File: config.mk
export PLATFORM = sky130hd
export DESIGN_NAME = button_input
export DESIGN_NICKNAME = d
export VERILOG_FILES = /design/src/rtl/button_pkg.sv /design/src/rtl/debouncer.sv /design/src/rtl/button_input.sv
export SDC_FILE = /design/constraint.sdc
export NUM_CORES = 1
export LEC_CHECK = 0
export ABC_AREA = 1
export ABC_CLOCK_PERIOD_IN_PS = 5300
export CAP_MARGIN = 20
export CORE_UTILIZATION = 54
export CTS_CLUSTER_DIAMETER = 60
export CTS_CLUSTER_SIZE = 24
export DETAILED_ROUTE_END_ITERATION = 8
export GPL_TIMING_DRIVEN = 0
export PLACE_DENSITY = 0.75
export RECOVER_POWER = 25
export SYNTH_ARGS = -nofsm -noshare
export SYNTH_HDL_FRONTEND = slang
export SYNTH_SLANG_ARGS = --single-unit
export TNS_END_PERCENT = 1
File: constraint.sdc
create_clock -name clock -period 5.3 [get_ports clock]
set_input_delay 1.06 -clock clock [delete_from_list [all_inputs] [get_ports clock]]
set_output_delay 1.06 -clock clock [all_outputs]
set_load 0.02 [all_outputs]
File: src/rtl/button_pkg.sv
// Shared definitions for the colour-button input port and the LED flash port:
// colour codes, memory-mapped addresses and the field layout of the read word.
package button_pkg;

  typedef enum logic [1:0] {
    COLOUR_RED    = 2'b00,
    COLOUR_BLUE   = 2'b01,
    COLOUR_GREEN  = 2'b10,
    COLOUR_YELLOW = 2'b11
  } colour_e;

  localparam logic [11:0] LED_ADDR    = 12'd6;
  localparam logic [11:0] BUTTON_ADDR = 12'd7;

  localparam int VALID_BIT    = 0;
  localparam int COLOUR_LSB   = 1;
  localparam int COLOUR_MSB   = 2;
  localparam int OVERFLOW_BIT = 3;

endpackage

File: src/rtl/debouncer.sv
// One button: two-flop synchroniser, debounce counter and stable level register,
// with a one-cycle pulse on every accepted 0->1 transition of the stable level.
module debouncer #(
  parameter int DEBOUNCE_CYCLES = 500000
) (
  input  logic clock,
  input  logic reset,
  input  logic raw,
  output logic stable,
  output logic rise
);

  localparam int CNT_W = $clog2(DEBOUNCE_CYCLES + 1);

  logic             sync1_q, sync1_d;
  logic             sync2_q, sync2_d;
  logic [CNT_W-1:0] cnt_q, cnt_d;
  logic             stable_q, stable_d;
  logic             rise_q, rise_d;

  always_comb begin
    sync1_d  = raw;
    sync2_d  = sync1_q;
    cnt_d    = '0;
    stable_d = stable_q;
    rise_d   = 1'b0;
    if (sync2_q != stable_q) begin
      if (cnt_q == CNT_W'(DEBOUNCE_CYCLES - 1)) begin
        stable_d = sync2_q;
        rise_d   = sync2_q;
      end else begin
        cnt_d = cnt_q + 1'b1;
      end
    end
  end

  always_ff @(posedge clock or posedge reset) begin
    if (reset) begin
      sync1_q  <= 1'b0;
      sync2_q  <= 1'b0;
      cnt_q    <= '0;
      stable_q <= 1'b0;
      rise_q   <= 1'b0;
    end else begin
      sync1_q  <= sync1_d;
      sync2_q  <= sync2_d;
      cnt_q    <= cnt_d;
      stable_q <= stable_d;
      rise_q   <= rise_d;
    end
  end

  assign stable = stable_q;
  assign rise   = rise_q;

endmodule

File: src/rtl/button_input.sv
// Memory-mapped colour-button reader: debounced presses become colour codes queued
// in a small FIFO; each processor load from the button address pops one entry.
module button_input
  import button_pkg::*;
#(
  parameter int DEBOUNCE_CYCLES = 500000,
  parameter int FIFO_DEPTH      = 4
) (
  input  logic        clock,
  input  logic        reset,
  input  logic        red_button,
  input  logic        blue_button,
  input  logic        green_button,
  input  logic        yellow_button,
  input  logic        pop,
  output logic [31:0] data_out
);

  localparam int PTR_W = $clog2(FIFO_DEPTH);
  localparam int CNT_W = $clog2(FIFO_DEPTH + 1);

  logic [3:0] raw_lvl, stable_lvl, rise_lvl, press;

  assign raw_lvl = {yellow_button, green_button, blue_button, red_button};

  for (genvar g = 0; g < 4; g++) begin : g_btn
    debouncer #(.DEBOUNCE_CYCLES(DEBOUNCE_CYCLES)) u_debouncer (
      .clock  (clock),
      .reset  (reset),
      .raw    (raw_lvl[g]),
      .stable (stable_lvl[g]),
      .rise   (rise_lvl[g])
    );
  end

  assign press = rise_lvl & stable_lvl;

  logic [3:0]       pending_q, pending_d;
  logic             overflow_q, overflow_d;
  logic [PTR_W-1:0] wr_ptr_q, wr_ptr_d, rd_ptr_q, rd_ptr_d;
  logic [CNT_W-1:0] count_q, count_d;
  colour_e          mem_q [FIFO_DEPTH];
  colour_e          mem_d [FIFO_DEPTH];

  logic    empty, full, pop_eff, enq;
  colour_e enq_sel;

  always_comb begin
    enq_sel = COLOUR_RED;
    for (int i = 3; i >= 0; i--) begin
      if (pending_q[i]) enq_sel = colour_e'(2'(i));
    end
  end

  always_comb begin
    empty   = (count_q == '0);
    full    = (count_q == CNT_W'(FIFO_DEPTH));
    pop_eff = pop && !empty;
    // A pop on the same edge frees the slot the enqueue needs.
    enq     = (|pending_q) && (!full || pop_eff);

    pending_d = pending_q;
    if (enq) pending_d[enq_sel] = 1'b0;
    pending_d = pending_d | (press & ~pending_q);

    overflow_d = pop ? 1'b0 : overflow_q;
    if (|(press & pending_q)) overflow_d = 1'b1;

    mem_d = mem_q;
    if (enq) mem_d[wr_ptr_q] = enq_sel;

    wr_ptr_d = wr_ptr_q + PTR_W'(enq);
    rd_ptr_d = rd_ptr_q + PTR_W'(pop_eff);
    count_d  = count_q + CNT_W'(enq) - CNT_W'(pop_eff);
  end

  always_ff @(posedge clock or posedge reset) begin
    if (reset) begin
      pending_q  <= '0;
      overflow_q <= 1'b0;
      wr_ptr_q   <= '0;
      rd_ptr_q   <= '0;
      count_q    <= '0;
      for (int i = 0; i < FIFO_DEPTH; i++) mem_q[i] <= COLOUR_RED;
    end else begin
      pending_q  <= pending_d;
      overflow_q <= overflow_d;
      wr_ptr_q   <= wr_ptr_d;
      rd_ptr_q   <= rd_ptr_d;
      count_q    <= count_d;
      mem_q      <= mem_d;
    end
  end

  always_comb begin
    data_out               = '0;
    data_out[VALID_BIT]    = !empty;
    data_out[OVERFLOW_BIT] = overflow_q;
    if (!empty) data_out[COLOUR_MSB:COLOUR_LSB] = mem_q[rd_ptr_q];
  end

endmodule

After elaboration in Yosys (flattened, before gate mapping). Index checks and enable logic that the tools add are counted. W data, S select, Z words.

Bits in registers: 112. Bits in latches: 0. Memory bits (writable): 0. Memory bits (read-only): 0. Input port bits: 7. Output and inout port bits: 32. Logic and storage cells: 107. Memories kept: 0.

Add/sub/neg operators: 8. Multiply operators: 0. Divide/modulo/power cells: 0. $lt $le $gt $ge: 5. Eq/ne operators: 9. Shift-type cells: 0. Multiplexer cells: 32. Bitwise logic cells: 9. Reductions and logical operators: 15.

Operators with widths (count): $mux W19 (8); $add A19 B1 Y19 const B (4); $eq A19 B19 Y1 const B (4); $and A4 B4 Y4 (4); $mux W2 (8); $mux W1 (11); $bwmux W8 (1); $not A4 Y4 (2); $reduce_and A2 Y1 (4); $reduce_or A4 Y1 (2); $ge A3 B3 Y1 const B (2); $not A2 Y3 (2); $add A2 B1 Y2 (2); $bmux W2 S2 (1); $demux W2 S2 (1); $logic_and A1 B1 Y1 (4); $mux W4 (1); $ne A1 B1 Y1 (4); $or A4 B4 Y4 (1); $add A3 B1 Y3 (1); $eq A3 B3 Y1 const B (1); $logic_not A3 Y1 (1); $lt A2 B3 Y1 const B (1); $lt A3 B1 Y1 const B (1); other kinds (6) (7).

Logic depth before layout (Yosys ltp). Gate-level depths: netlist of the first run.

Depth in word-level cells: 12. Depth in mapped cells: 8. Depth with buffers taken out: 8.

By module. Synthesis of the first run repeated with hierarchy kept, for this count alone.

Cells, all modules: 783. Area, all modules: 6476.2 sq um.

By module, submodules not included: debouncer (instances 4, cells each 157, area each 1302.5 sq um, seq. area each 575.6 sq um); button_input (instances 1, cells each 155, area each 1266.2 sq um, seq. area each 500.5 sq um).

Worst setup path before layout of the first run. Ideal clock, no wire load.

Path type: input to register. Start: input port pop. End: register count_q[2]. Setup time: 0.129 ns. Arrival: 2.297 ns. Data required time: 5.171 ns. Path slack: 2.875 ns. Cell stages on the path: 8. Path buffers: 0. Cells stage by stage: nor2_1 -> nand3_2 -> nand2_2 -> ha_1 -> inv_1 -> ha_1 -> fa_1 -> xor2_1.

Cells in the longest elaborated chain, start to end: 5.

Ends and longest elaborated chain: from (decl) (RTL line button_input.sv:15) `input logic pop,`; $logic_and A1 B1 Y1 (*) (RTL line button_input.sv:58) `pop_eff = pop && !empty;`; $logic_or A1 B1 Y1 (RTL line button_input.sv:60) `enq = (|pending_q) && (!full || pop_eff);`; $logic_and A1 B1 Y1 (RTL line button_input.sv:60); $add A3 B1 Y3 (RTL line button_input.sv:74) `count_d = count_q + CNT_W'(enq) - CNT_W'(pop_eff);`; $sub A3 B1 Y3 (*) (RTL line button_input.sv:74); net count_d[2] (RTL line button_input.sv:41) `logic [CNT_W-1:0] count_q, count_d;`; to (signal assigned) (RTL line button_input.sv:90) `count_q <= count_d;`; to (decl) (RTL line button_input.sv:41).

Mark *: on every way through the listed nets, which the timed path passes. The rest lies on a longest branch. A chain may end at the register's enable or synchronous reset.

Final worst setup path of the first run.
Start: register count_q[1]. End: output port data_out[1].

Cells in the longest elaborated chain, start to end: 2.

Ends and longest elaborated chain: $logic_not A3 Y1 (RTL line button_input.sv:56) `empty = (count_q == '0);`; $mux W2 (RTL line button_input.sv:99) `if (!empty) data_out[COLOUR_MSB:COLOUR_LSB] = mem_q[rd_ptr_q];`; to (decl) (RTL line button_input.sv:16) `output logic [31:0] data_out`.

No other way between the ends.

==> reports/results.ini, run 1 <==
[outcome]
status = completed

[setup_path]
startpoint_type = flip-flop
required_ps = 4240
arrival_ps = 1770
end_kind = output port
cp_max_fo = 4
critPathKind = flip-flop to output port

[finish]
postLayoutCellArea_mm2 = 0.007019
antenna_cells = 0
fin_nets = 901
syn2layout_area_growth_pct = 9.656
drive_gt1_share_pct = 12.02
fillers = 1056

[placed_design]
dp_hpwl_um = 8740
port-buffer-count = 10
gp_congestion = 0.8953
dpl_cell_area_mm2 = 0.006812

[clock_tree]
htree_levels = 3
clk_latency_ps = 360
ctsLongestPathBuffers = 2
clock-sinks = 112
cts-root-buf = clkbuf_16
cts_tree = yes
post_cts_buffers = 0
cts_made_buffers = 9
postCtsHoldBufs = 0
post_cts_resized = 0
clkTransAtPathRegs_ps = 70

[floorplan]
fp.dieW_um = 110.9
die_area_mm2 = 0.01229
num_rows = 39
ios = 39
die_h_um = 110.9
core_mm2 = 0.01147
initial_utilization_pct = 55.82

[sta]
rsz0062_at_grt = no
fin_crit_ps = 2834
max_clock_freq_ghz = 0.3528
min_period_over_period_pct = 53.47
tns_ps = 0
fin_worst_skew_ps = 7.435
setup_viol = 0
timing.slew.headroom_pct = 63.56
worst_pin_slew_ps = 544.7
final-hold-violation-count = 0
finalMaxSlewViolations = 0

[global_route]
grt_pass1_vias = 4700
grt_pass1_wl_um = 21310
track_usage_pct = 21.19
grt_max_degree = 75
grt_antenna_before_repair = 0
overflow = 0

[detailed_routing]
drt_first_pass_iters = 4
route.vias.total = 5042
first_iter_violations = 329
routedWlPerCell_um = 11.46
drc_errors = 0
antenna_left = 0
vias_per_cell = 4.881
totalWireLength_um = 11840

[synthesis]
netlist_area_mm2 = 0.006401
ys_seq_area_share_pct = 43.78
syn_inst = 836
ys_ff_latch = 112
syn_area_per_cell_um2 = 7.657
ys_types = 31
synth_warnings = 0

[flow_run]
maxCapViolCount = 0

[min_path]
hold_path.class = flip-flop to flip-flop

[power_and_ir_drop]
totalPowerFinal_mw = 1.908
leakagePower_nw = 3.226
irDropWorstVdd_v = 0.0003018
power_density_mw_per_mm2 = 271.8

kinds of logic (layout without fill, tap and decap cells):
logic type	after synthesis	count (layout)	synth area share, %
AO/OA/AOI/OAI	42	42	3.401
XOR/XNOR	38	38	5.668
adder cells (fa/ha/maj)	9	9	1.877
buffers and inverters	132	159	9.539
flip-flops	112	112	43.78
other	1	28	0.05858
AND/OR/NAND/NOR	502	502	35.67
area by class of cell:
cell class	count	area [um2]	area share [%]
repair buffers	11	127.6	1.818
inverters	100	377.9	5.383
plain buffers	32	234.0	3.333
multi-input cells	619	3019	43.01
flip-flops and latches	112	2803	39.93
clock inverters	7	53.80	0.7665
well taps	143	178.9	2.549
clock buffers	9	225.2	3.209
critical path, stage by stage (launching register included):
cell and delay [ps]:
dfrtp_1 410, nor3_1 390, a21oi_1 70, clkdlybuf4s50_1 550
final timing paths:
kind	from	cells past startpoint	slack, ps	endpoint
max in group asynchronous	reset	3	3490	g_btn[3].u_debouncer.cnt_q[15]$_DFF_PP0_
min in group asynchronous	reset	2	1090	g_btn[0].u_debouncer.cnt_q[0]$_DFF_PP0_
setup / recovery	count_q[1]$_DFF_PP0_	3	2470	data_out[1]
setup reg to reg	count_q[1]$_DFF_PP0_	7	3200	count_q[2]$_DFF_PP0_
hold reg to reg	g_btn[0].u_debouncer.sync1_q$_DFF_PP0_	0	350	g_btn[0].u_debouncer.sync2_q$_DFF_PP0_
hold / removal	g_btn[0].u_debouncer.sync1_q$_DFF_PP0_	0	350	g_btn[0].u_debouncer.sync2_q$_DFF_PP0_
layout by cell type, fill, tap and decap left out, types with 10 or more instances in the layout:
master / count
dfrtp_1: 112
buf_4: 30
inv_1: 91
nor2_1: 203
conb_1: 28
nand3_1: 77
xor2_1: 28
nand2_1: 147
o21ai_0: 13
a21oi_1: 17
nor2_2: 15
nand2_2: 19
xnor2_1: 10
registers in the layout, summed over array words and instances (netlist names):
signal,flops
overflow_q,1
g_btn.u_debouncer.stable,4
g_btn.u_debouncer.sync1_q,4
wr_ptr_q,2
count_q,3
g_btn.u_debouncer.sync2_q,4
mem_q,8
rd_ptr_q,2
pending_q,4
g_btn.u_debouncer.rise,4
g_btn.u_debouncer.cnt_q,76
report_power, final:
part | switching, mW | internal (mW) | total (mW)
combinational | 0.168 | 0.117 | 0.286
sequential | 0.0548 | 0.921 | 0.975
clock | 0.322 | 0.324 | 0.647
total | 0.545 | 1.36 | 1.91
cells in the mapped netlist:
library cell / instances / share of area [%]
xor2_1: 24 / 3.3
inv_1: 87 / 5.1
nand4_1: 8 / 0.78
xor2_2: 4 / 1.0
a21oi_1: 17 / 1.3
nor3_1: 6 / 0.47
inv_2: 13 / 0.76
and3_1: 1 / 0.098
ha_1: 8 / 1.6
o21ai_0: 10 / 0.78
nand2_4: 1 / 0.18
fa_1: 1 / 0.31
and2_1: 5 / 0.49
nand3_2: 4 / 0.63
buf_2: 2 / 0.16
nand3_1: 74 / 5.8
nand2_1: 146 / 8.6
nand2_2: 20 / 2.0
nor3_2: 5 / 0.78
a31oi_1: 2 / 0.20
conb_1: 1 / 0.059
nand3b_1: 1 / 0.12
nor2_1: 202 / 12
o21ai_1: 9 / 0.70
xnor2_1: 10 / 1.4
buf_4: 30 / 3.5
nor2_4: 6 / 1.1
o22ai_1: 4 / 0.39
nor2_2: 16 / 1.6
dfrtp_1: 112 / 44
nor3b_2: 7 / 1.4
layer usage:
metal / global-route usage, % / wire, um / vias up
met5: 0 / 0 / -
li1: - / - / 2650
met4: 5.867 / 102 / 0
met3: 5.139 / 462 / 10
met2: 33.91 / 5604 / 99
met1: 28.79 / 5665 / 2283
stage by stage:
step / utilization (%) / setup slack (ps) / hold slack [ps] / std cells
finish: 61.21 / 2466 / 351.9 / 1033
detailed placement: 59.40 / 2232 / 336.3 / 1017
global placement: 59.14 / -324.9 / 332.4 / 1016
floorplan: - / 1281 / 331.2 / 863
CTS: 61.83 / 2433 / 353.4 / 1033
global route: 61.21 / 2261 / 357.6 / 1033
(Power assumes the default switching activity.)
==> inputs of run 2 (changes only) <==
Settings changed: ABC_CLOCK_PERIOD_IN_PS 5300 to 2530, PLACE_DENSITY 0.75 to 0.77.
Clock period 5.3 ns to 2.53 ns, I/O delays scaled along.
==> reports/results.ini, run 2 (synthesis gave the netlist of run 1 again) <==
[power_and_ir_drop]
p_sw_mw = 1.131  ; was 0.5454 mW
switching_share_pct = 27.73  ; was 28.59%
leakagePower_nw = 3.237  ; was 3.226 nW
intPower_mw = 2.948  ; was 1.362 mW
clock_power_share_pct = 35.2  ; was 33.9%
power_frac_seq_pct = 50.1  ; was 51.1%
irDropWorstVdd_v = 0.0005478  ; was 0.0003018 V
power_density_mw_per_mm2 = 576.4  ; was 271.8 mW/mm2
power_frac_comb_pct = 14.7  ; was 15.0%

[detailed_routing]
routedWlPerCell_um = 11.29  ; was 11.46 um
first_iter_violations = 204  ; was 329
route.vias.total = 5052  ; was 5042
antenna_left = 0  ; unchanged
drt_first_pass_iters = 5  ; was 4
drc_errors = 0  ; unchanged
totalWireLength_um = 11680  ; was 11840 um
vias_per_cell = 4.886  ; was 4.881

[finish]
final_common_cell = nor2_1  ; unchanged
antenna_cells = 0  ; unchanged
regMostFlops = g_btn.u_debouncer.cnt_q  ; unchanged
fin_cells = 1034  ; was 1033
syn2layout_area_growth_pct = 10.56  ; was 9.656%
fin_nets = 902  ; was 901
utilization_pct = 61.71  ; was 61.21%
reg_top3 = g_btn.u_debouncer.cnt_q x76, mem_q x8  ; unchanged
mostFrequentLayoutCells = nor2_1 (202), nand2_1 (146), dfrtp_1 (112)  ; was nor2_1 (203), nand2_1 (147), dfrtp_1 (112)
drive_gt1_share_pct = 13.02  ; was 12.02%
largest_reg_flops = 76  ; unchanged

[min_path]
hold_path.class = flip-flop to flip-flop  ; unchanged

[placed_design]
gp_congestion = 0.9035  ; was 0.8953
placed_cells = 1018  ; was 1017
dp_hpwl_um = 8496  ; was 8740 um
port-buffer-count = 10  ; unchanged

[global_route]
overflow = 0  ; unchanged
grt_pass1_wl_um = 20870  ; was 21310 um
track_usage_pct = 20.58  ; was 21.19%
grt_pass1_vias = 4669  ; was 4700
grt_max_degree = 41  ; was 75
grt_antenna_before_repair = 0  ; unchanged

[setup_path]
arrival_ps = 2580  ; was 1770 ps
startpoint_type = input port  ; was flip-flop
required_ps = 2760  ; was 4240 ps
cp_max_fo = 6  ; was 4
end_kind = flip-flop  ; was output port
critPathKind = input port to flip-flop  ; was flip-flop to output port

[clock_tree]
clk_latency_ps = 350  ; was 360 ps
postCtsHoldBufs = 0  ; unchanged
post_cts_buffers = 0  ; unchanged
ctsLongestPathBuffers = 2  ; unchanged
post_cts_resized = 0  ; unchanged
htree_levels = 3  ; unchanged
cts_tree = yes  ; unchanged
cts-root-buf = clkbuf_16  ; unchanged
clock-sinks = 112  ; unchanged
clkTransAtPathRegs_ps = 70  ; about the same
cts_made_buffers = 9  ; unchanged

[floorplan]
die_area_mm2 = 0.01229  ; unchanged
core_mm2 = 0.01147  ; unchanged
fp.dieW_um = 110.9  ; unchanged
die_h_um = 110.9  ; unchanged
ios = 39  ; unchanged
initial_utilization_pct = 55.82  ; unchanged
num_rows = 39  ; unchanged

[sta]
fin_worst_skew_ps = 6.075  ; was 7.435 ps
worst_pin_slew_ps = 849.0  ; was 544.7 ps
fin_crit_ps = 2347
setup_viol = 0  ; unchanged
final-hold-violation-count = 0  ; unchanged
timing.slew.headroom_pct = 43.28  ; was 63.56%
rsz0062_at_grt = no  ; unchanged
min_period_over_period_pct = 92.77
tns_ps = 0  ; unchanged
finalMaxSlewViolations = 0  ; unchanged
max_clock_freq_ghz = 0.4261

[outcome]
status = completed  ; unchanged

[flow_run]
maxCapViolCount = 0  ; unchanged

## run 2: changes by cell type in the layout (fill, tap and decap cells not counted), moves of 2 or more
cell / before / now
buf_12: 0 / 2
clkdlybuf4s50_1: 6 / 4
clkinv_4: 2 / 0
clkinvlp_4: 0 / 2
dlygate4sd3_1: 4 / 6
inv_1: 91 / 89
inv_2: 8 / 10
nand3_1: 77 / 75
nand3_2: 1 / 3
o21ai_0: 13 / 11
o21ai_1: 6 / 8
## run 2: cell type report
type / instances / area (um2)
fillers: 1010 / 4390
multi-input cells: 619 / 3047
flip-flops and latches: 112 / 2803
inverters: 100 / 379.1
plain buffers: 32 / 235.2
clock buffers: 10 / 229.0
well taps: 143 / 178.9
repair buffers: 12 / 140.1
clock inverters: 6 / 65.06
## run 2: through the flow
stage | setup slack (ps) | instance area [um2] | hold slack, ps | power, mW
after floorplan | 586.5 | 6506 | 331.2 | 2.518
after global routing | 78.09 | 7077 | 357.8 | 4.295
final | 182.9 | 7077 | 350.8 | 4.079
after global placement | -410.3 | 6785 | 332.9 | 2.670
after detailed placement | 12.06 | 6825 | 334.7 | 2.697
after CTS | 219.0 | 7119 | 352.3 | 4.126
## run 2: path summary, 6_finish.rpt
kind	start	endpoint	slack [ps]	cells after the start
hold reg to reg	g_btn[3].u_debouncer.sync1_q$_DFF_PP0_	g_btn[3].u_debouncer.sync2_q$_DFF_PP0_	350	0
min in group asynchronous	reset	g_btn[0].u_debouncer.cnt_q[6]$_DFF_PP0_	790	2
max in group asynchronous	reset	mem_q[5]$_DFFE_PP0P_	840	4
setup / recovery	pop	count_q[2]$_DFF_PP0_	180	9
setup reg to reg	count_q[1]$_DFF_PP0_	count_q[2]$_DFF_PP0_	440	7
hold / removal	g_btn[3].u_debouncer.sync1_q$_DFF_PP0_	g_btn[3].u_debouncer.sync2_q$_DFF_PP0_	350	0
## run 2: critical path: stages
cell           delay (ps)
dlygate4sd3_1         560
nor2_1                 60
nand3_1               210
nand2_2               180
ha_1                  310
inv_1                  30
ha_1                  180
fa_1                  370
xor2_1                170
## run 2: power by group through the flow
stage | logic (mW) | registers [mW] | clock network (mW)
2_1_floorplan | 0.463 | 2.06 | 0
3_3_place_gp | 0.590 | 2.08 | 0
3_5_place_dp | 0.613 | 2.08 | 0
4_1_cts | 0.615 | 2.05 | 1.46
5_1_grt | 0.688 | 2.07 | 1.54
6_report | 0.598 | 2.04 | 1.44
## run 2: metal layers
layer | vias up | global-route usage [%] | part of all wire [%]
met2 | 97 | 31.18 | 46
met4 | 0 | 7.289 | 1.3
met5 | - | 0 | 0
li1 | 2651 | - | -
met3 | 12 | 3.445 | 3.4
met1 | 2292 | 29.91 | 49
==> inputs of run 3 (changes only) <==
Settings changed: ABC_CLOCK_PERIOD_IN_PS 2530 to default.
==> results of run 3 <==
The final DEF is identical to that of run 2; final timing and power are the same.
